## config.mk

```make
export PLATFORM = sky130hd
export DESIGN_NAME = mem_arbiter
export DESIGN_NICKNAME = d
export VERILOG_FILES = /design/src/rtl/mem_arbiter.sv
export SDC_FILE = /design/constraint.sdc
export NUM_CORES = 1
export LEC_CHECK = 0
export ABC_AREA = 1
export CAP_MARGIN = 15
export CORE_UTILIZATION = 35
export DETAILED_ROUTE_END_ITERATION = 7
export PLACE_DENSITY_LB_ADDON = 0.3
export SLEW_MARGIN = 20
export SYNTH_ARGS = -nofsm -noshare
export SYNTH_HDL_FRONTEND = slang
export SYNTH_SLANG_ARGS = --single-unit
```

## constraint.sdc

```tcl
create_clock -name clock -period 1.5 [get_ports clock]
set_input_delay 0.15 -clock clock [delete_from_list [all_inputs] [get_ports clock]]
set_output_delay 0.15 -clock clock [all_outputs]
set_load 0.005 [all_outputs]
```

## src/rtl/mem_arbiter.sv

```systemverilog
// mem_arbiter: shares one single-ported, byte-addressed 32-bit memory
// between instruction fetch and the data port. It extracts and extends
// sub-word loads and turns byte/half stores into read-modify-write.
module mem_arbiter #(
  parameter int STARVE_LIMIT = 4
) (
  input  logic        clock,
  input  logic        reset_n,
  // instruction fetch port
  input  logic        if_req_valid,
  output logic        if_req_ready,
  input  logic [31:0] if_addr,
  output logic        if_rsp_valid,
  output logic [31:0] if_rsp_data,
  // data port
  input  logic        d_req_valid,
  output logic        d_req_ready,
  input  logic [31:0] d_addr,
  input  logic        d_we,
  input  logic [1:0]  d_size,
  input  logic        d_unsigned,
  input  logic [31:0] d_wdata,
  output logic        d_rsp_valid,
  output logic [31:0] d_rsp_data,
  output logic        d_rsp_err,
  // memory port
  output logic [31:0] mem_address,
  output logic [31:0] mem_read_write,
  output logic [31:0] mem_data_in,
  input  logic [31:0] mem_data_out
);

  localparam int CW = (STARVE_LIMIT < 1) ? 1 : $clog2(STARVE_LIMIT + 1);
  localparam logic [CW-1:0] STARVE_MAX = CW'(STARVE_LIMIT);

  typedef enum logic [1:0] {
    S_IDLE = 2'd0,
    S_RD   = 2'd1,
    S_RSP  = 2'd2,
    S_WR   = 2'd3
  } state_t;

  state_t          state_q, state_d;
  logic [CW-1:0]   starve_q, starve_d;

  // latched request
  logic            is_if_q, is_if_d;
  logic [31:0]     addr_q, addr_d;
  logic            we_q, we_d;
  logic [1:0]      size_q, size_d;
  logic            uns_q, uns_d;
  logic [15:0]     sub_wdata_q, sub_wdata_d;
  logic [31:0]     wr_word_q, wr_word_d;
  logic [31:0]     last_addr_q, last_addr_d;

  // registered responses
  logic            if_rsp_valid_q, if_rsp_valid_d;
  logic [31:0]     if_rsp_data_q, if_rsp_data_d;
  logic            d_rsp_valid_q, d_rsp_valid_d;
  logic [31:0]     d_rsp_data_q, d_rsp_data_d;
  logic            d_rsp_err_q, d_rsp_err_d;

  logic            starved;
  logic            grant_d;
  logic            grant_if;
  logic            d_req_err;
  logic [31:0]     aligned_addr;
  logic [31:0]     load_ext;
  logic [3:0]      lane_en;
  logic [31:0]     lane_data;
  logic [31:0]     merged_word;

  assign starved      = (starve_q == STARVE_MAX);
  assign aligned_addr = {addr_q[31:2], 2'b00};

  // Arbitration: the data port normally wins; a starved fetch overrides it.
  assign grant_d  = (state_q == S_IDLE) && d_req_valid && !(starved && if_req_valid);
  assign grant_if = (state_q == S_IDLE) && if_req_valid && (!d_req_valid || starved);

  // Readies stay low during a reset cycle so nothing appears accepted.
  assign d_req_ready  = reset_n && grant_d;
  assign if_req_ready = reset_n && grant_if;

  // Illegal size or misalignment, decoded on the incoming request.
  assign d_req_err = (d_size == 2'b11) ||
                     ((d_size == 2'b01) && d_addr[0]) ||
                     ((d_size == 2'b10) && (d_addr[1:0] != 2'b00));

  // Memory port: address only moves while accessing; write gated by reset.
  assign mem_address    = ((state_q == S_RD) || (state_q == S_WR)) ? aligned_addr : last_addr_q;
  assign mem_read_write = {31'd0, (state_q == S_WR) && reset_n};
  assign mem_data_in    = (state_q == S_WR) ? wr_word_q : 32'd0;

  assign if_rsp_valid = if_rsp_valid_q;
  assign if_rsp_data  = if_rsp_data_q;
  assign d_rsp_valid  = d_rsp_valid_q;
  assign d_rsp_data   = d_rsp_data_q;
  assign d_rsp_err    = d_rsp_err_q;

  // Load lane selection with sign/zero extension from the read word.
  always_comb begin
    logic [7:0]  byte_sel;
    logic [15:0] half_sel;
    byte_sel = 8'd0;
    half_sel = addr_q[1] ? mem_data_out[31:16] : mem_data_out[15:0];
    case (addr_q[1:0])
      2'b00:   byte_sel = mem_data_out[7:0];
      2'b01:   byte_sel = mem_data_out[15:8];
      2'b10:   byte_sel = mem_data_out[23:16];
      default: byte_sel = mem_data_out[31:24];
    endcase
    case (size_q)
      2'b00:   load_ext = uns_q ? {24'd0, byte_sel} : {{24{byte_sel[7]}}, byte_sel};
      2'b01:   load_ext = uns_q ? {16'd0, half_sel} : {{16{half_sel[15]}}, half_sel};
      default: load_ext = mem_data_out;
    endcase
  end

  // Byte enables and replicated store data for the read-modify-write merge.
  always_comb begin
    lane_en   = 4'b0000;
    lane_data = {2{sub_wdata_q}};
    if (size_q == 2'b00) begin
      lane_en   = 4'b0001 << addr_q[1:0];
      lane_data = {4{sub_wdata_q[7:0]}};
    end else if (size_q == 2'b01) begin
      lane_en   = addr_q[1] ? 4'b1100 : 4'b0011;
    end
  end

  for (genvar gi = 0; gi < 4; gi++) begin : g_merge
    assign merged_word[gi*8 +: 8] = lane_en[gi] ? lane_data[gi*8 +: 8] : mem_data_out[gi*8 +: 8];
  end

  // Next-state, request latching and response generation.
  always_comb begin
    state_d        = state_q;
    starve_d       = starve_q;
    is_if_d        = is_if_q;
    addr_d         = addr_q;
    we_d           = we_q;
    size_d         = size_q;
    uns_d          = uns_q;
    sub_wdata_d    = sub_wdata_q;
    wr_word_d      = wr_word_q;
    last_addr_d    = last_addr_q;
    if_rsp_valid_d = 1'b0;
    if_rsp_data_d  = if_rsp_data_q;
    d_rsp_valid_d  = 1'b0;
    d_rsp_data_d   = d_rsp_data_q;
    d_rsp_err_d    = 1'b0;

    if (grant_if) begin
      starve_d = '0;
    end else if (grant_d && if_req_valid && !starved) begin
      starve_d = starve_q + CW'(1);
    end

    case (state_q)
      S_IDLE: begin
        if (grant_d) begin
          is_if_d     = 1'b0;
          addr_d      = d_addr;
          we_d        = d_we;
          size_d      = d_size;
          uns_d       = d_unsigned;
          sub_wdata_d = d_wdata[15:0];
          if (d_req_err) begin
            d_rsp_valid_d = 1'b1;
            d_rsp_err_d   = 1'b1;
            d_rsp_data_d  = 32'd0;
          end else if (d_we && (d_size == 2'b10)) begin
            wr_word_d = d_wdata;
            state_d   = S_WR;
          end else begin
            state_d = S_RD;
          end
        end else if (grant_if) begin
          is_if_d = 1'b1;
          addr_d  = if_addr;
          we_d    = 1'b0;
          size_d  = 2'b10;
          uns_d   = 1'b0;
          state_d = S_RD;
        end
      end
      S_RD: begin
        last_addr_d = aligned_addr;
        state_d     = S_RSP;
      end
      S_RSP: begin
        if (is_if_q) begin
          if_rsp_valid_d = 1'b1;
          if_rsp_data_d  = mem_data_out;
          state_d        = S_IDLE;
        end else if (!we_q) begin
          d_rsp_valid_d = 1'b1;
          d_rsp_data_d  = load_ext;
          state_d       = S_IDLE;
        end else begin
          wr_word_d = merged_word;
          state_d   = S_WR;
        end
      end
      S_WR: begin
        last_addr_d   = aligned_addr;
        d_rsp_valid_d = 1'b1;
        d_rsp_data_d  = 32'd0;
        state_d       = S_IDLE;
      end
      default: state_d = S_IDLE;
    endcase
  end

  // State and datapath registers; reset abandons any transaction in flight.
  always_ff @(posedge clock) begin
    if (!reset_n) begin
      state_q        <= S_IDLE;
      starve_q       <= '0;
      is_if_q        <= 1'b0;
      addr_q         <= 32'd0;
      we_q           <= 1'b0;
      size_q         <= 2'b00;
      uns_q          <= 1'b0;
      sub_wdata_q    <= 16'd0;
      wr_word_q      <= 32'd0;
      last_addr_q    <= 32'd0;
      if_rsp_valid_q <= 1'b0;
      if_rsp_data_q  <= 32'd0;
      d_rsp_valid_q  <= 1'b0;
      d_rsp_data_q   <= 32'd0;
      d_rsp_err_q    <= 1'b0;
    end else begin
      state_q        <= state_d;
      starve_q       <= starve_d;
      is_if_q        <= is_if_d;
      addr_q         <= addr_d;
      we_q           <= we_d;
      size_q         <= size_d;
      uns_q          <= uns_d;
      sub_wdata_q    <= sub_wdata_d;
      wr_word_q      <= wr_word_d;
      last_addr_q    <= last_addr_d;
      if_rsp_valid_q <= if_rsp_valid_d;
      if_rsp_data_q  <= if_rsp_data_d;
      d_rsp_valid_q  <= d_rsp_valid_d;
      d_rsp_data_q   <= d_rsp_data_d;
      d_rsp_err_q    <= d_rsp_err_d;
    end
  end

endmodule
```

## Word level (Yosys, flattened, before mapping)

Index checks and enable logic that the tools add are counted.

| storage, ports and cells | value |
|---|---|
| flip-flop bits (word level) | 187 |
| latch bits | 0 |
| bits in writable memories | 0 |
| bits in read-only memories | 0 |
| input port bits | 136 |
| output and inout port bits | 165 |
| logic and storage cells | 122 |
| memories kept | 0 |

| operators by class | value |
|---|---|
| add/subtract/negate cells | 1 |
| multipliers | 0 |
| divide/modulo/power cells | 0 |
| magnitude comparators | 0 |
| equal/unequal tests | 19 |
| shifts and indexed selects | 1 |
| mux-type cells | 48 |
| bitwise gates (word level) | 1 |
| reductions and logical operators | 37 |

Operators by type and width:

| cell | number |
|---|---|
| $mux W32 | 16 |
| $pmux W32 S2 | 2 |
| $pmux W32 S3 | 1 |
| $mux W8 | 4 |
| $pmux W8 S3 | 1 |
| $mux W16 | 1 |
| $mux W2 | 8 |
| $logic_and A1 B1 Y1 | 13 |
| $mux W4 | 3 |
| $ne A2 B2 Y1 const B | 6 |
| $reduce_and A2 Y1 | 6 |
| $eq A2 B2 Y1 const B | 5 |
| $mux W1 | 10 |
| $eq A2 B1 Y1 const B | 4 |
| $pmux W2 S4 | 1 |
| $logic_not A2 Y1 | 3 |
| $ne A3 B3 Y1 const B | 2 |
| $reduce_and A6 Y1 | 1 |
| $reduce_bool A2 Y1 | 3 |
| $reduce_and A5 Y1 | 1 |
| $logic_or A1 B1 Y1 | 4 |
| $reduce_or A2 Y1 | 2 |
| $shl A1 B2 Y4 const A | 1 |
| $add A3 B1 Y3 const B | 1 |
| 6 further kinds | 8 |

## Depth between registers and ports, before layout

| depth | value |
|---|---|
| word-level depth | 7 |
| depth in mapped cells | 11 |
| mapped depth without buffers | 9 |

## Worst setup path after synthesis

Ideal clock, no wire load.

| timing path | value |
|---|---|
| kind | reg2reg |
| start | register starve_q[0] |
| end | register wr_word_q[30] |
| setup time | 0.120 ns |
| arrival | 1.461 ns |
| required time | 1.380 ns |
| slack | -0.081 ns |
| stages on the path, launching flop included | 10 |
| path buffers | 1 |
| clock period less this slack | 1.581 ns |
| cells stage by stage | dfxtp_1 > inv_1 > ha_1 > nand3_1 > nand2_1 > a21oi_2 > nand2_2 > buf_2 > a21oi_1 > a21oi_1 |

| between the ends | value |
|---|---|
| word-level cells in the longest chain between the ends | 6 |

Ends and longest elaborated chain:

| what | RTL line | RTL |
|---|---|---|
| start: declaration | 44 | `logic [CW-1:0] starve_q, starve_d;` |
| start signal: assignment | 235 | `starve_q <= starve_d;` |
| $eq A3 B3 Y1 | 73 | `assign starved = (starve_q == STARVE_MAX);` |
| $logic_and A1 B1 Y1 | 77 | `assign grant_d = (state_q == S_IDLE) && d_req_valid && !(starved && if_req_valid);` |
| $logic_not A1 Y1 | 77 |  |
| $logic_and A1 B1 Y1 | 77 |  |
| $ne A2 B2 Y1 (no line) | - |  |
| $reduce_and A6 Y1 (no line) | - |  |
| end signal: assignment | 242 | `wr_word_q <= wr_word_d;` |
| end: declaration | 53 | `logic [31:0] wr_word_q, wr_word_d;` |

No other way between the ends.
A chain may end at the register's enable or synchronous reset.

## Worst setup path in the final report

| timing path | value |
|---|---|
| start | register state_q[0] |
| end | register wr_word_q[5] |

| between the ends | value |
|---|---|
| word-level cells in the longest chain between the ends | 5 |
| elaborated cells on any way between the ends | 12 |
| those cells by class | eq/ne: 6; mux: 1; reduce/logical: 5 |

Ends and longest elaborated chain:

| what | RTL line | RTL |
|---|---|---|
| start: declaration | 43 | `state_t state_q, state_d;` |
| start signal: assignment | 234 | `state_q <= state_d;` |
| $logic_not A2 Y1 | 77, 159 |  |
| $logic_and A1 B1 Y1 (2 in a row) | 77 |  |
| $ne A2 B2 Y1 (no line) | - |  |
| $reduce_and A6 Y1 (no line) | - |  |

Several ways; a longest one is shown, not always the timed one.

==> impl_metrics.tcl <==
set metrics [dict create \
    outcome "finished with violations" \
    violations "negative setup slack" \
    worstMarginPinSlew_ns 0.9396 \
    mostFrequentLayoutCell "nand2_1" \
    max_freq_ghz 0.5394 \
    grtUsageTotal_pct 27.43 \
    endpoint_kind "register" \
    clkLatencyLatePin_ns 0.43 \
    synth_top_area_cell "dfxtp_1" \
    period_share_pct 123.6 \
    final_util_pct 66.78 \
    diodes 0 \
    drc 0 \
    routed_wirelength_mm 40.22 \
    vias 10891 \
    crit_path_top_delay_cell "dfxtp_4" \
    syn_to_final_growth_pct 85.60 \
    drtPass1Iterations 5 \
    drive_above_1_share_pct 38.90 \
    fin_crit_ns 1.854 \
    ys_top_cells_by_area "dfxtp_1 43%, nand2_1 16%, a21oi_1 10%, nor2_1 5.8%, o21ai_0 5.3%" \
    whs_ns 0.2092 \
    hold_path.class "primary input to register" \
    fin_area_um2 16340 \
    vdd_drop_max_mv 0.6861 \
    cts_sinks 187 \
    grt_max_degree 86 \
    synth_area_um2 8802 \
    setup_ws_ns -0.3541 \
    wl_per_cell_um 19.41 \
    critical_path_arrival_ns 2.18 \
    die_y_um 160.6 \
    clk_pin_slew_ns 0.07 \
    routed_via_density 5.256 \
    rows 57 \
    drt_iter0_markers 884 \
    die_x_um 160.6 \
    synth_seq_cells 187 \
    globalRoute.totalOverflow 0 \
    path_class "register to register" \
    place_inst 1962 \
    maxSlewViolCount 0 \
    synth.distinct_cells 35 \
    final_nets 1873 \
    finalHoldViolations 0 \
    slowest_delay_ns 0.35 \
    grt_pass1_vias 10028 \
    grt_pass1_wl_mm 54.98 \
    ant_nets 0 \
    required_ns 1.83 \
    layout_common_cells "245 x nand2_1, 197 x clkdlybuf4s50_1, 178 x dfxtp_1" \
    gp_congestion 0.8858 \
    cts_made_buffers 17 \
    slew_headroom_pct 37.36 \
    yosys_warnings 0 \
    die_area_um2 25790 \
    syn_avg_cell_area_um2 6.781 \
    startpoint_type "register" \
    clockBufferDepth 2 \
    nFillCells 1855 \
    p_leak_uw 0.007081 \
    cts_tree "yes" \
    io_pins 301 \
    port_buffers 267 \
    antenna_found_initial 0 \
    cap_viol_max_count 0 \
    crit_chain "buf_6 > buf_6 > nor2_4 > buf_6 > inv_4 > nor2_4 > nand2_2 > nand2_4 > nand2_8 > clkbuf_16 > a21oi_4 > a21oi_2" \
    powerDensity_nw_per_um2 1075 \
    root_buffer "clkbuf_16" \
    htreeDepth 4 \
    core_area_um2 24460 \
    rsz0062_at_grt "true" \
    clock_skew_ns 0.01472 \
    cpMostUsedCell "buf_6" \
    seq_area_frac_synth_pct 42.53 \
    stdcell_count 2072 \
    start_util_pct 35.98 \
    path_max_fanout 7 \
    dp_hpwl_mm 23.51 \
    synthCells 1298 \
    postPlaceCellArea_um2 12740 \
    setup_viol 225 \
    yosysTopAreaCellShare_pct 42.53 \
]
final timing paths:
kind	cells after the start	to	slack, ns	from
setup / recovery	12	wr_word_q[5]	-0.35	state_q[0]
hold / removal	4	last_addr_q[15]	0.21	reset_n
setup reg to reg	12	wr_word_q[5]	-0.35	state_q[0]
hold reg to reg	2	addr_q[13]	0.46	addr_q[13]
per-layer routing:
metal / vias up / share of wire (%) / routed length, µm / track usage, %
li1: 5023 / - / - / -
met1: 5133 / 39 / 15510 / 34.02
met2: 608 / 49 / 19540 / 46.79
met3: 127 / 8.2 / 3293 / 4.959
met4: 0 / 4.7 / 1872 / 11.04
met5: - / 0 / 0 / 0
cell usage after synthesis:
library cell / n
o211ai_1: 4
and2_1: 1
nand4_1: 3
nand3_1: 38
nand3_2: 4
a21oi_1: 181
ha_1: 2
o22ai_1: 1
nand3_4: 1
conb_1: 1
nand2_4: 1
inv_2: 7
nand2_2: 1
nor2_1: 137
o21ai_0: 93
dfxtp_1: 187
o21ai_1: 4
xor2_1: 1
buf_2: 28
buf_4: 35
buf_1: 4
nor3b_1: 1
clkbuf_1: 41
o221ai_1: 31
a31oi_1: 1
nor2_4: 3
buf_6: 2
inv_1: 112
clkinv_1: 2
a21oi_2: 2
nor3_1: 1
clkbuf_2: 1
nor3_4: 1
a211oi_1: 1
nand2_1: 365
critical path: cells and delay by family (launching register included):
kind	cells	cell delay, ns
AOI/OAI and AO/OA	2	0.19
buffers and inverters	5	0.59
DFF	1	0.35
and+or+nand+nor	5	0.61
cell type report:
class	count	area [µm²]	share of cell area (%)
inverters	121	470.5	2.880
clock inverters	11	132.6	0.8118
repair buffers	495	5085	31.13
clock buffers	21	460.4	2.818
repair inverters	1	7.507	0.04595
well taps	324	405.4	2.481
flip-flops and latches	187	3757	23.00
multi-input cells	912	6018	36.84
per-stage QoR:
step                      worst slack, ns  power [µW]  setup TNS, ns
after floorplan                  -0.01138        7944        -0.3025
after global placement            -0.2590       10260         -22.45
after detailed placement          -0.2709       10330         -23.51
after CTS                         -0.3124       16520         -41.43
after global routing              -0.4359       18300         -62.67
final                             -0.3541       17560         -49.08
sequential cells by signal, indices dropped and copies added (netlist names):
name          count
wr_word_q        32
if_rsp_data      32
addr_q           32
d_rsp_data       32
state_q           2
uns_q             1
last_addr_q      30
d_rsp_valid       1
size_q            2
we_q              1
starve_q          3
if_rsp_valid      1
d_rsp_err         1
is_if_q           1
sub_wdata_q      16
power by group:
group | internal [µW] | switching (µW)
Clock | 2570 | 2120
Combinational | 3370 | 3730
Sequential | 5420 | 335
cells by family (layout without fill, tap and decap cells):
family | Yosys count | count (layout) | synth area share, %
compound gates | 318 | 318 | 19.66
xor+xnor | 1 | 1 | 0.09952
fa+ha+maj | 2 | 2 | 0.2842
buf+inv | 232 | 649 | 11.97
flops | 187 | 187 | 42.53
other cells | 1 | 33 | 0.04260
simple gates | 557 | 558 | 25.42
repair_timing:
| item | CTS | global route |
|---|---|---|
| pin swaps | 33 | 68 |
| hold buffers | 0 | 0 |
| buffers inserted | 33 | 27 |
| gates resized for setup | 498 | 357 |
| endpoints found under the hold margin | 0 | 0 |
| endpoints found under the setup margin | 187 | 222 |
| gates cloned | 14 | 17 |
No activity file was read; power rests on OpenSTA's default activity.
